$ cat config.mk
export PLATFORM = sky130hd
export DESIGN_NAME = alu_in_reg
export DESIGN_NICKNAME = d
export VERILOG_FILES = /design/src/rtl/alu_in_reg.sv
export SDC_FILE = /design/constraint.sdc
export NUM_CORES = 1
export LEC_CHECK = 0
export CAP_MARGIN = 10
export CORE_MARGIN = 1.5
export CORE_UTILIZATION = 49
export DETAILED_ROUTE_END_ITERATION = 6
export GPL_TIMING_DRIVEN = 0
export PLACE_DENSITY_LB_ADDON = 0.05
export SLEW_MARGIN = 20
export SYNTH_ARGS = -nofsm -noshare
export SYNTH_HDL_FRONTEND = slang
export SYNTH_SLANG_ARGS = --single-unit
export TNS_END_PERCENT = 10
$ cat constraint.sdc
create_clock -name clk_in -period 1.8 [get_ports clk_in]
set_input_delay 0.36 -clock clk_in [delete_from_list [all_inputs] [get_ports clk_in]]
set_output_delay 0.36 -clock clk_in [all_outputs]
set_load 0.005 [all_outputs]
$ cat src/rtl/alu_in_reg.sv
// rtl/alu_in_reg.sv - two-entry operand buffer feeding the ALU core over valid/ready
module alu_in_reg #(
  parameter int WIDTH = 8,
  parameter int OPW   = 4
) (
  input  logic             clk_in,
  input  logic             rst_n,
  input  logic             in_valid,
  output logic             in_ready,
  input  logic [WIDTH-1:0] in_a,
  input  logic [WIDTH-1:0] in_b,
  input  logic [OPW-1:0]   in_op,
  input  logic             in_carry,
  input  logic             flush,
  output logic             alu_valid,
  input  logic             alu_ready,
  output logic [WIDTH-1:0] alu_a,
  output logic [WIDTH-1:0] alu_b,
  output logic [OPW-1:0]   alu_op,
  output logic             alu_carry,
  output logic [1:0]       count
);

  logic [WIDTH-1:0] skid_a;
  logic [WIDTH-1:0] skid_b;
  logic [OPW-1:0]   skid_op;
  logic             skid_carry;

  logic       accept;
  logic       pop;
  logic       load_head;
  logic       load_skid;
  logic       shift;
  logic [1:0] cnt_nxt;

  assign accept = in_valid & in_ready;
  assign pop    = alu_valid & alu_ready;

  // The head is refilled straight from the input whenever it is empty or is
  // being vacated in the same cycle; the skid only holds the second word.
  assign load_head = accept & ((count == 2'd0) | ((count == 2'd1) & pop));
  assign load_skid = accept & (count == 2'd1) & ~pop;
  assign shift     = pop & (count == 2'd2);

  always_comb begin
    cnt_nxt = count;
    if (flush) begin
      cnt_nxt = 2'd0;
    end else begin
      case ({accept, pop})
        2'b10:   cnt_nxt = count + 2'd1;
        2'b01:   cnt_nxt = count - 2'd1;
        default: cnt_nxt = count;
      endcase
    end
  end

  always_ff @(posedge clk_in or negedge rst_n) begin
    if (!rst_n) begin
      count      <= 2'd0;
      alu_valid  <= 1'b0;
      in_ready   <= 1'b0;
      alu_a      <= '0;
      alu_b      <= '0;
      alu_op     <= '0;
      alu_carry  <= 1'b0;
      skid_a     <= '0;
      skid_b     <= '0;
      skid_op    <= '0;
      skid_carry <= 1'b0;
    end else begin
      count     <= cnt_nxt;
      alu_valid <= (cnt_nxt != 2'd0);
      in_ready  <= (cnt_nxt < 2'd2);
      // Flush only clears occupancy; the head fields keep their last value.
      if (!flush) begin
        if (load_head) begin
          alu_a     <= in_a;
          alu_b     <= in_b;
          alu_op    <= in_op;
          alu_carry <= in_carry;
        end else if (shift) begin
          alu_a     <= skid_a;
          alu_b     <= skid_b;
          alu_op    <= skid_op;
          alu_carry <= skid_carry;
        end
        if (load_skid) begin
          skid_a     <= in_a;
          skid_b     <= in_b;
          skid_op    <= in_op;
          skid_carry <= in_carry;
        end
      end
    end
  end

endmodule

**Yosys cells after proc, flatten, opt, wreduce, memory -nomap -nowiden**

Index checks and enable logic that the tools add are counted.

- Reductions and logical operators: 5
- Multiplexer cells: 10
- Magnitude comparators: 1
- Eq/ne operators: 4
- Bitwise logic cells: 10
- $add $sub $neg: 2

Operators with widths:

| cell | count |
|---|---|
| 8-bit 2-to-1 mux | 4 |
| 4-bit 2-to-1 mux | 2 |
| 1-bit bitwise AND | 7 |
| 2-bit by 1-bit == test with 1-bit output, second input constant | 2 |
| 2-bit == test, second input constant | 2 |
| 2-bit one-hot mux with 2 select lines | 1 |
| 2-bit AND reduction | 2 |
| 2-bit nonzero test | 2 |
| 2-bit by 1-bit adder with 2-bit output, second input constant | 1 |
| 2-bit logical NOT | 1 |
| 2-bit less-than comparator, second input constant | 1 |
| 1-bit 2-to-1 mux | 2 |
| 2-bit 2-to-1 mux | 1 |
| 1-bit inverter | 2 |
| 2-bit by 1-bit subtractor with 2-bit output, second input constant | 1 |
| 1-bit OR | 1 |

- Register bits after elaboration: 46
- Logic and storage cells: 43
- Input bits: 26
- Output and inout bits: 25

**Longest topological paths before layout**

Gate-level depths: netlist of the first run.

- Depth in word-level cells: 6
- Mapped depth: 6
- Mapped depth without buffers: 6

**Least setup slack after synthesis of the first run**

No wires, ideal clock.

- Kind: register to register
- From: reg count[1]
- To: reg skid_a[0]
- Required time: 1.675 ns
- Path slack: 0.123 ns
- Library setup time: 0.125 ns
- Buffers on the path: 1
- Stages on the path, launching flop included: 7
- Arrival: 1.552 ns
- Path through: dfrtp_1 inv_1 ha_1 inv_1 or3b_4 buf_6 mux2_4

- Cells in the longest elaborated chain, start to end: 4

Ends and longest elaborated chain:

| item | RTL line | source |
|---|---|---|
| from (decl) | 21 | `output logic [1:0] count` |
| from (signal assigned) | 72 | `count <= cnt_nxt;` |
| 2-bit by 1-bit == test with 1-bit output | 42 | `assign load_skid = accept & (count == 2'd1) & ~pop;` |
| 1-bit bitwise AND (2 in a row) | 42 |  |
| 2-bit AND reduction (no line) | -- |  |
| to (signal assigned) | 89 | `skid_a <= in_a;` |
| to (decl) | 24 | `logic [WIDTH-1:0] skid_a;` |

Every way passes these cells.
A chain may end at the register's enable or synchronous reset.

**Worst setup path after layout of the first run**

- From: reg count[1]
- To: reg skid_a[1]

Same word-level chain as after synthesis.

==> impl_metrics.tcl, run 1 <==
set metrics [dict create \
    io_pins 51 \
    ys_ff_latch 46 \
    dr.pass1.iters 4 \
    diodes 0 \
    layout_min_cycle_time_ns 1.77 \
    clock_path_buffers 2 \
    final_cell_mix "clkdlybuf4s50_1 (48), dfrtp_1 (46), or3_1 (21), o221a_2 (21), mux2_4 (20)" \
    rsz0062_at_grt "true" \
    die_x_um 68.7 \
    drv_cap 0 \
    status "completed" \
    cts_made_buffers 5 \
    synth.distinct_cells 21 \
    port_buffers 50 \
    worstMarginPinSlew_ns 0.383 \
    startpoint_type "flip-flop" \
    min_period_over_period 0.985 \
    drt_iter0_drc 91 \
    syn_area_per_cell_um2 14.0 \
    irDropWorstVdd_uv 854 \
    grt_pass1_wl_mm 7.25 \
    syn-cell-area_um2 2120 \
    clock_latency_ns 0.30 \
    crit_type "flip-flop to flip-flop" \
    post-dp-hpwl_mm 3.18 \
    cts_root_buf "clkbuf_8" \
    seq_area_frac_synth 0.544 \
    worst_hold_path_type "input pin to flip-flop" \
    tns_ns 0 \
    fp.coreArea_um2 4090 \
    track_usage 0.216 \
    clock-sinks 46 \
    start_util 0.518 \
    crit_fanout 10 \
    rows 23 \
    r2r-end "skid_a[1]" \
    cts_tree "built" \
    n_fill_cell 296 \
    slew_headroom 0.745 \
    synth_warnings 0 \
    hold_viol_final 0 \
    h-tree-depth 2 \
    drive_gt1_frac 0.307 \
    antenna_found_initial 0 \
    arrival_ns 1.96 \
    grt_overflow 0 \
    route.detailed.drc 0 \
    leakage_uw 0.00128 \
    gp_congestion 0.761 \
    final_common_cell "clkdlybuf4s50_1" \
    clkSlewWorstSetupHoldPaths_ns 0.08 \
    skew_ns 0.00549 \
    finish.utilization 0.693 \
    powerDensity_nw_per_um2 1460 \
    crit_required_ns 1.98 \
    max_freq_ghz 0.564 \
    grt_max_degree 33 \
    vias 1458 \
    routedWlPerCell_um 17.4 \
    drtAntennaViolNets 0 \
    die_h_um 68.7 \
    crit_start "count[1]" \
    syn-instance-count 151 \
    wl_mm 4.56 \
    syn_to_final_growth_pct 33.8 \
    r2r-start "count[1]" \
    dieArea_um2 4720 \
    reg2reg_depth 6 \
    timing.critical_path.to "skid_a[1]" \
    syn_nets 182 \
    slew_violations 0 \
    report.final.setup_viol 0 \
    worstSetupEndpointType "flip-flop" \
    rrSetupSlack_ns 0.03 \
    grt_pass1_vias 1479 \
    finalNetCount 242 \
    via_per_inst 5.56 \
]
-- what timing repair did --
| item | 4_1_cts | 5_1_grt |
|---|---|---|
| buffers inserted | 0 | 1 |
| endpoints found under the hold margin | 14 | 0 |
| setup endpoints to repair | 20 | 40 |
| gates resized for setup | 3 | 8 |
| hold buffers | 1 | 0 |
-- synth_stat cells, drive strengths merged --
cell type  instances  area share
nor2               2      0.0035
nand2b             1      0.0030
a21oi              1      0.0024
mux2              22        0.15
a31oi              2      0.0059
o21bai             1      0.0035
nand3b             1      0.0095
o211ai             2      0.0071
nand2              3      0.0053
nand4b             3       0.012
o221a             21        0.11
clkbuf             7       0.012
or3               21       0.062
buf                3       0.013
ha                 5       0.030
or3b               1      0.0053
inv                7       0.012
dfrtp             46        0.54
o21ai              2      0.0047
-- registers in the layout, indices dropped and copies added (netlist names) --
signal and cells:
alu_a 8, alu_b 8, alu_carry 1, alu_op 4
alu_valid 1, count 2, in_ready 1, skid_a 8
skid_b 8, skid_carry 1, skid_op 4
-- final cells by class --
| cell class | count | area (µm²) | area share |
|---|---|---|---|
| plain buffers | 10 | 63.8 | 0.0225 |
| repair buffers | 53 | 536 | 0.189 |
| multi-input cells | 88 | 888 | 0.314 |
| clock inverters | 1 | 8.76 | 0.00309 |
| flip-flops and latches | 46 | 1150 | 0.406 |
| inverters | 7 | 26.3 | 0.00928 |
| well taps | 50 | 62.6 | 0.0221 |
| clock buffers | 7 | 96.3 | 0.0340 |
-- per-stage QoR --
| step | setup slack [ns] | area (µm²) | cells | power, µW | hold slack [ns] |
|---|---|---|---|---|---|
| after CTS | 0.00713 | 2810 | 261 | 4170 | 0.507 |
| after global routing | -0.0224 | 2830 | 262 | 4430 | 0.403 |
| after global placement | -0.773 | 2680 | 251 | 3380 | 0.490 |
| after floorplan | 0.123 | 2120 | 151 | 2630 | 0.0644 |
| final | 0.0278 | 2830 | 262 | 4150 | 0.404 |
| after detailed placement | -0.390 | 2700 | 252 | 3460 | 0.299 |
-- layer usage --
metal  vias to the layer above  wire [µm]  share of wire  track usage
met5                         -          0              0            0
met4                         0         56          0.012       0.0882
met3                         5        214          0.047       0.0519
met2                        33       2230           0.49        0.358
met1                       727       2060           0.45        0.271
li1                        693          -              -            -
-- report_power, final --
| part | internal (µW) | switching, µW | leakage (µW) |
|---|---|---|---|
| clock | 352 | 339 | 0.0000544 |
| combinational | 1140 | 547 | 0.000673 |
| sequential | 1480 | 285 | 0.000549 |
| total | 2980 | 1170 | 0.00128 |
-- critical path: stages, from the launching register on --
cell and delay [ns]:
dfrtp_1 0.42, inv_1 0.09, ha_2 0.20, inv_1 0.04, or3b_4 0.42, buf_6 0.18, mux2_4 0.30
-- worst min path at each step --
stage	start	to	slack, ns	depth (start not counted)
CTS	rst_n	alu_op[1]	0.51	2
global route	flush	alu_valid	0.40	2
floorplan	rst_n	alu_a[0]	0.06	0
detailed placement	rst_n	alu_op[1]	0.30	1
finish	flush	count[0]	0.40	2
global placement	skid_op[0]	skid_op[0]	0.49	1
-- cells by family (layout without fill, tap and decap cells) --
family | Yosys count | count (layout) | share of synthesized area
AOI/OAI and AO/OA | 29 | 29 | 0.135
muxes | 22 | 22 | 0.152
adders and majority gates | 5 | 5 | 0.0296
buffers and inverters | 17 | 78 | 0.0378
and+or+nand+nor | 32 | 32 | 0.101
DFF | 46 | 46 | 0.544
Note: power is estimated with default switching activity, not from simulation.
==> run 2: changes to the inputs <==
--- a/config.mk
+++ b/config.mk
@@ -10,7 +10,7 @@
 export CORE_UTILIZATION = 49
 export DETAILED_ROUTE_END_ITERATION = 6
 export GPL_TIMING_DRIVEN = 0
-export PLACE_DENSITY_LB_ADDON = 0.05
+export PLACE_DENSITY = 0.82
 export SLEW_MARGIN = 20
 export SYNTH_ARGS = -nofsm -noshare
 export SYNTH_HDL_FRONTEND = slang
==> run 2 against run 1 <==
Clock power down 6.1%; count of clock-buffer cells in the layout unchanged; power up 0.46%; via count up 5.1%; critical path type unchanged.
==> impl_metrics.tcl, run 2 (synthesis results as in run 1) <==
set metrics [dict create \
    status "completed" \
    routedWlPerCell_um 19.1 \
    layout_min_cycle_time_ns 1.77 \
    die_h_um 68.7 \
    fp.coreArea_um2 4090 \
    cp_slowest_cell "or3b_4" \
    min_period_over_period 0.984 \
    p_sw_uw 1220 \
    cts_made_buffers 5 \
    fin_cells 262 \
    grt_pass1_vias 1642 \
    placed_cells 252 \
    cts_tree "built" \
    final_cell_mix "clkdlybuf4s50_1 (48), dfrtp_1 (46), or3_1 (21), o221a_2 (21), mux2_4 (20)" \
    hold_buffers 0 \
    io_pins 51 \
    rsz0062_at_grt "true" \
    drv_cap 0 \
    clkSlewWorstSetupHoldPaths_ns 0.09 \
    cp_common_cell "inv_1" \
    dr.pass1.iters 4 \
    powerDensity_nw_per_um2 1480 \
    dieArea_um2 4720 \
    clock_path_buffers 2 \
    route.detailed.drc 0 \
    crit_type "flip-flop to flip-flop" \
    die_x_um 68.7 \
    syn_to_final_growth_pct 33.0 \
    irDropWorstVdd_uv 730 \
    worstMarginPinSlew_ns 0.566 \
    report.final.setup_viol 0 \
    whs_ns 0.0371 \
    slew_violations 0 \
    hold_viol_final 0 \
    drtAntennaViolNets 0 \
    drt_iter0_drc 132 \
    pwr-share-comb 0.413 \
    r2r-start "count[1]" \
    grt_max_degree 25 \
    via_per_inst 5.85 \
    gp_congestion 0.847 \
    track_usage 0.233 \
    startpoint_type "flip-flop" \
    wl_mm 5.01 \
    clock-sinks 46 \
    worstSetupEndpointType "flip-flop" \
    clock_latency_ns 0.30 \
    grt_overflow 0 \
    tns_ns 0 \
    rows 23 \
    internal-power_uw 2950 \
    cpPeakStageDelay_ns 0.42 \
    leakage_uw 0.00126 \
    grt_pass1_wl_mm 7.87 \
    p_clk_frac 0.156 \
    skew_ns 0.00809 \
    p_sw_frac 0.293 \
    drive_gt1_frac 0.307 \
    antenna_found_initial 0 \
    diodes 0 \
    h-tree-depth 2 \
    finalNetCount 242 \
    crit_fanout 10 \
    post-dp-hpwl_mm 3.53 \
    start_util 0.518 \
    cts_root_buf "clkbuf_8" \
    final_common_cell "clkdlybuf4s50_1" \
    max_freq_ghz 0.565 \
    slew_headroom 0.622 \
    crit_required_ns 1.99 \
    cp_cell_sequence "inv_1, ha_2, inv_1, or3b_4, buf_6, mux2_4" \
    worst_hold_path_type "input pin to async pin" \
    seqPwrFrac 0.431 \
    port_buffers 50 \
    arrival_ns 1.96 \
    crit_start "count[1]" \
    vias 1532 \
]
-- run 2: cell types whose count changed in the layout (fill, tap and decap cells not counted), sizes merged --
cell,change
dlymetal6s2s,-1
dlygate4sd3,-1
dlygate4sd2,+1
clkbuf,+1
-- run 2: power by group through the flow --
stage | clock (µW) | sequential [µW] | combinational, µW
final | 649 | 1800 | 1720
after global routing | 699 | 1840 | 1850
after CTS | 661 | 1790 | 1700
after detailed placement | 0 | 1800 | 1690
after global placement | 0 | 1760 | 1600
after floorplan | 0 | 1750 | 881
-- run 2: what timing repair did --
| item | CTS | global route |
|---|---|---|
| setup buffers | 0 | 2 |
| endpoints found under the setup margin | 27 | 40 |
| gates resized for setup | 4 | 6 |
-- run 2: worst paths after layout --
| check | to | slack (ns) | cells past startpoint |
|---|---|---|---|
| worst min register to register | skid_op[0] | 0.51 | 1 |
| worst min-delay path | alu_b[2] | 0.04 | 1 |
| min in group clk_in | alu_valid | 0.50 | 2 |
| worst max register to register | skid_op[1] | 0.03 | 6 |
| max in group asynchronous | skid_a[5] | 1.25 | 2 |
| worst max-delay path | skid_op[1] | 0.03 | 6 |
-- run 2: per-layer routing --
metal / vias up / GRT usage / share of wire
li1: 693 / - / -
met1: 795 / 0.283 / 0.42
met2: 37 / 0.405 / 0.53
met3: 7 / 0.0422 / 0.037
met4: 0 / 0.0980 / 0.016
met5: - / 0 / 0
-- run 2: final cells by class --
type | instances | area, µm²
flip-flops and latches | 46 | 1150
inverters | 7 | 26.3
multi-input cells | 88 | 888
clock inverters | 1 | 5.00
repair buffers | 53 | 537
well taps | 50 | 62.6
fillers | 260 | 1270
clock buffers | 7 | 86.3
plain buffers | 10 | 60.1
-- run 2: stage by stage --
stage | cell area, µm² | total power (µW) | util | setup slack (ns)
floorplan | 2120 | 2630 | - | 0.123
global placement | 2680 | 3360 | 0.656 | -0.734
detailed placement | 2700 | 3490 | 0.661 | -0.376
CTS | 2800 | 4160 | 0.685 | 0.00292
global route | 2820 | 4390 | 0.689 | -0.0337
finish | 2820 | 4170 | 0.689 | 0.0291
-- run 2: critical path: cells and delay by family (launching register included) --
family                     cells  cell delay (ns)
and+or+nand+nor                1             0.42
DFF                            1             0.41
buffers and inverters          3             0.32
muxes                          1             0.31
adders and majority gates      1             0.21
==> run 3: changes to the inputs <==
--- a/config.mk
+++ b/config.mk
@@ -7,10 +7,10 @@
 export LEC_CHECK = 0
 export CAP_MARGIN = 10
 export CORE_MARGIN = 1.5
-export CORE_UTILIZATION = 49
+export CORE_UTILIZATION = 44
 export DETAILED_ROUTE_END_ITERATION = 6
 export GPL_TIMING_DRIVEN = 0
-export PLACE_DENSITY = 0.82
+export PLACE_DENSITY = 0.78
 export SLEW_MARGIN = 20
 export SYNTH_ARGS = -nofsm -noshare
 export SYNTH_HDL_FRONTEND = slang
==> constraint.sdc (replaced) <==
create_clock -name clk_in -period 1.5 [get_ports clk_in]
set_input_delay 0.3 -clock clk_in [delete_from_list [all_inputs] [get_ports clk_in]]
set_output_delay 0.3 -clock clk_in [all_outputs]
set_load 0.005 [all_outputs]
==> run 3 against run 2 <==
The flow now finishes with violations (negative setup slack); clock power up 40%; sequential power is 19% higher; highest routed layer unchanged; critical endpoint is now skid_b[5]; critical path type unchanged; clock skew fell by 0.00065 ns; utilization shrank 6.4 points; critical path depth unchanged; hold slack got worse by 0.019 ns; register-to-register slack lost 0.20 ns; global-route usage decreased by 4.2 points.
==> impl_metrics.tcl, run 3 (synthesis results as in run 1) <==
set metrics [dict create \
    arrival_ns 1.85 \
    drv_cap 0 \
    cts_tree "built" \
    fin_cells 267 \
    io_pins 51 \
    grt_pass1_wl_mm 7.63 \
    wl_met1_mm 2.02 \
    powerDensity_nw_per_um2 1720 \
    startpoint_type "flip-flop" \
    final_cell_mix "dfrtp_1 (45), clkdlybuf4s50_1 (29), or3_1 (21), o221a_2 (21), mux2_4 (20)" \
    cp_slowest_cell "dfrtp_1" \
    final_common_cell "dfrtp_1" \
    cts_root_buf "clkbuf_8" \
    drtAntennaViolNets 0 \
    crit_fanout 10 \
    rrSetupSlack_ns -0.17 \
    irDropWorstVdd_uv 793 \
    worst_hold_path_type "input pin to async pin" \
    fp.coreArea_um2 4690 \
    drive_gt1_frac 0.338 \
    clock-sinks 46 \
    die_h_um 72.4 \
    slew_headroom 0.579 \
    slew_violations 0 \
    route.detailed.drc 0 \
    diodes 0 \
    dr.pass1.iters 4 \
    antenna_found_initial 0 \
    top_layer_used "met4" \
    dieArea_um2 5240 \
    report.final.setup_viol 42 \
    h-tree-depth 2 \
    post-dp-hpwl_mm 3.14 \
    min_period_over_period 1.11 \
    clock_latency_ns 0.30 \
    cp_common_cell "inv_2" \
    multi_input_comb_area_um2 907 \
    clkSlewWorstSetupHoldPaths_ns 0.09 \
    hold_buffers 0 \
    power_uw 5060 \
    track_usage 0.191 \
    worstSetupEndpointType "flip-flop" \
    rsz0062_at_grt "true" \
    start_util 0.451 \
    n_fill_cell 379 \
    grt_pass1_vias 1561 \
    crit_required_ns 1.68 \
    cpPeakStageDelay_ns 0.41 \
    grt_max_degree 27 \
    status "finished with violations" \
    hold_viol_final 0 \
    port_buffers 50 \
    syn_to_final_growth_pct 38.5 \
    rows 25 \
    gp_congestion 0.838 \
    wl_met2_mm 2.40 \
    clock_path_buffers 2 \
    placed_cells 256 \
    via_per_inst 5.45 \
    routedWlPerCell_um 17.3 \
    max_freq_ghz 0.600 \
    seqCellArea_um2 1150 \
    worstMarginPinSlew_ns 0.632 \
    met3_length_um 142 \
    wl_mm 4.61 \
    cts_made_buffers 5 \
    layout_min_cycle_time_ns 1.67 \
    drt_iter0_drc 88 \
    vias 1455 \
    crit_type "flip-flop to flip-flop" \
    finalNetCount 243 \
    cp_cell_sequence "inv_2, ha_4, inv_2, or3b_4, buf_12, mux2_4" \
    grt_overflow 0 \
    skew_ns 0.00744 \
    die_x_um 72.4 \
    worst_slack_ns -0.168 \
    leakage_uw 0.00139 \
    violations "negative setup slack" \
]
run 3: per-stage QoR:
stage / hold slack [ns] / instance area, µm² / util / setup TNS [ns] / setup slack, ns
finish: 0.0178 / 2930 / 0.625 / -5.21 / -0.168
global route: 0.0561 / 2930 / 0.625 / -8.01 / -0.229
CTS: 0.0368 / 2880 / 0.613 / -5.34 / -0.153
detailed placement: 0.352 / 2720 / 0.579 / -24.16 / -0.592
global placement: 0.491 / 2700 / 0.574 / -75.04 / -1.13
floorplan: 0.00441 / 2130 / - / -3.64 / -0.162
run 3: layout make-up:
type / count / share of cell area
multi-input combinational: 88 / 0.309
clock inverter: 2 / 0.0128
timing repair buffer: 54 / 0.197
tap: 54 / 0.0230
sequential: 46 / 0.393
clock buffer: 6 / 0.0247
buffer: 10 / 0.0316
inverter: 7 / 0.00896
run 3: final timing paths:
kind / end / startpoint / depth (start not counted)
hold reg to reg: skid_a[1] / skid_a[1] / 1
min in group clk_in: count[0] / flush / 2
setup / recovery: skid_b[5] / count[1] / 6
max in group asynchronous: skid_b[7] / rst_n / 2
hold / removal: alu_a[4] / rst_n / 1
setup reg to reg: skid_b[5] / count[1] / 6
run 3: what timing repair did:
item / in CTS / in global routing
pin swaps: 0 / 1
setup buffers: 2 / 1
setup endpoints to repair: 48 / 60
gates resized for setup: 22 / 26
run 3: power breakdown:
part | switching (µW) | leakage [µW] | internal (µW)
registers | 354 | 0.000547 | 1780
clock network | 413 | 0.0000514 | 497
logic | 659 | 0.000795 | 1350
total | 1430 | 0.00139 | 3630
run 3: routing by layer:
metal  up-vias  GRT usage
li1        693          -
met5         -          0
met2        29      0.316
met1       729      0.255
met4         0     0.0503
met3         4     0.0417
run 3: critical path: cells and delay by family (launching register included):
kind / cells / cell delay [ns]
adder cells (fa/ha/maj): 1 / 0.15
buffers and inverters: 3 / 0.29
flip-flops: 1 / 0.41
multiplexers: 1 / 0.30
AND/OR/NAND/NOR: 1 / 0.41
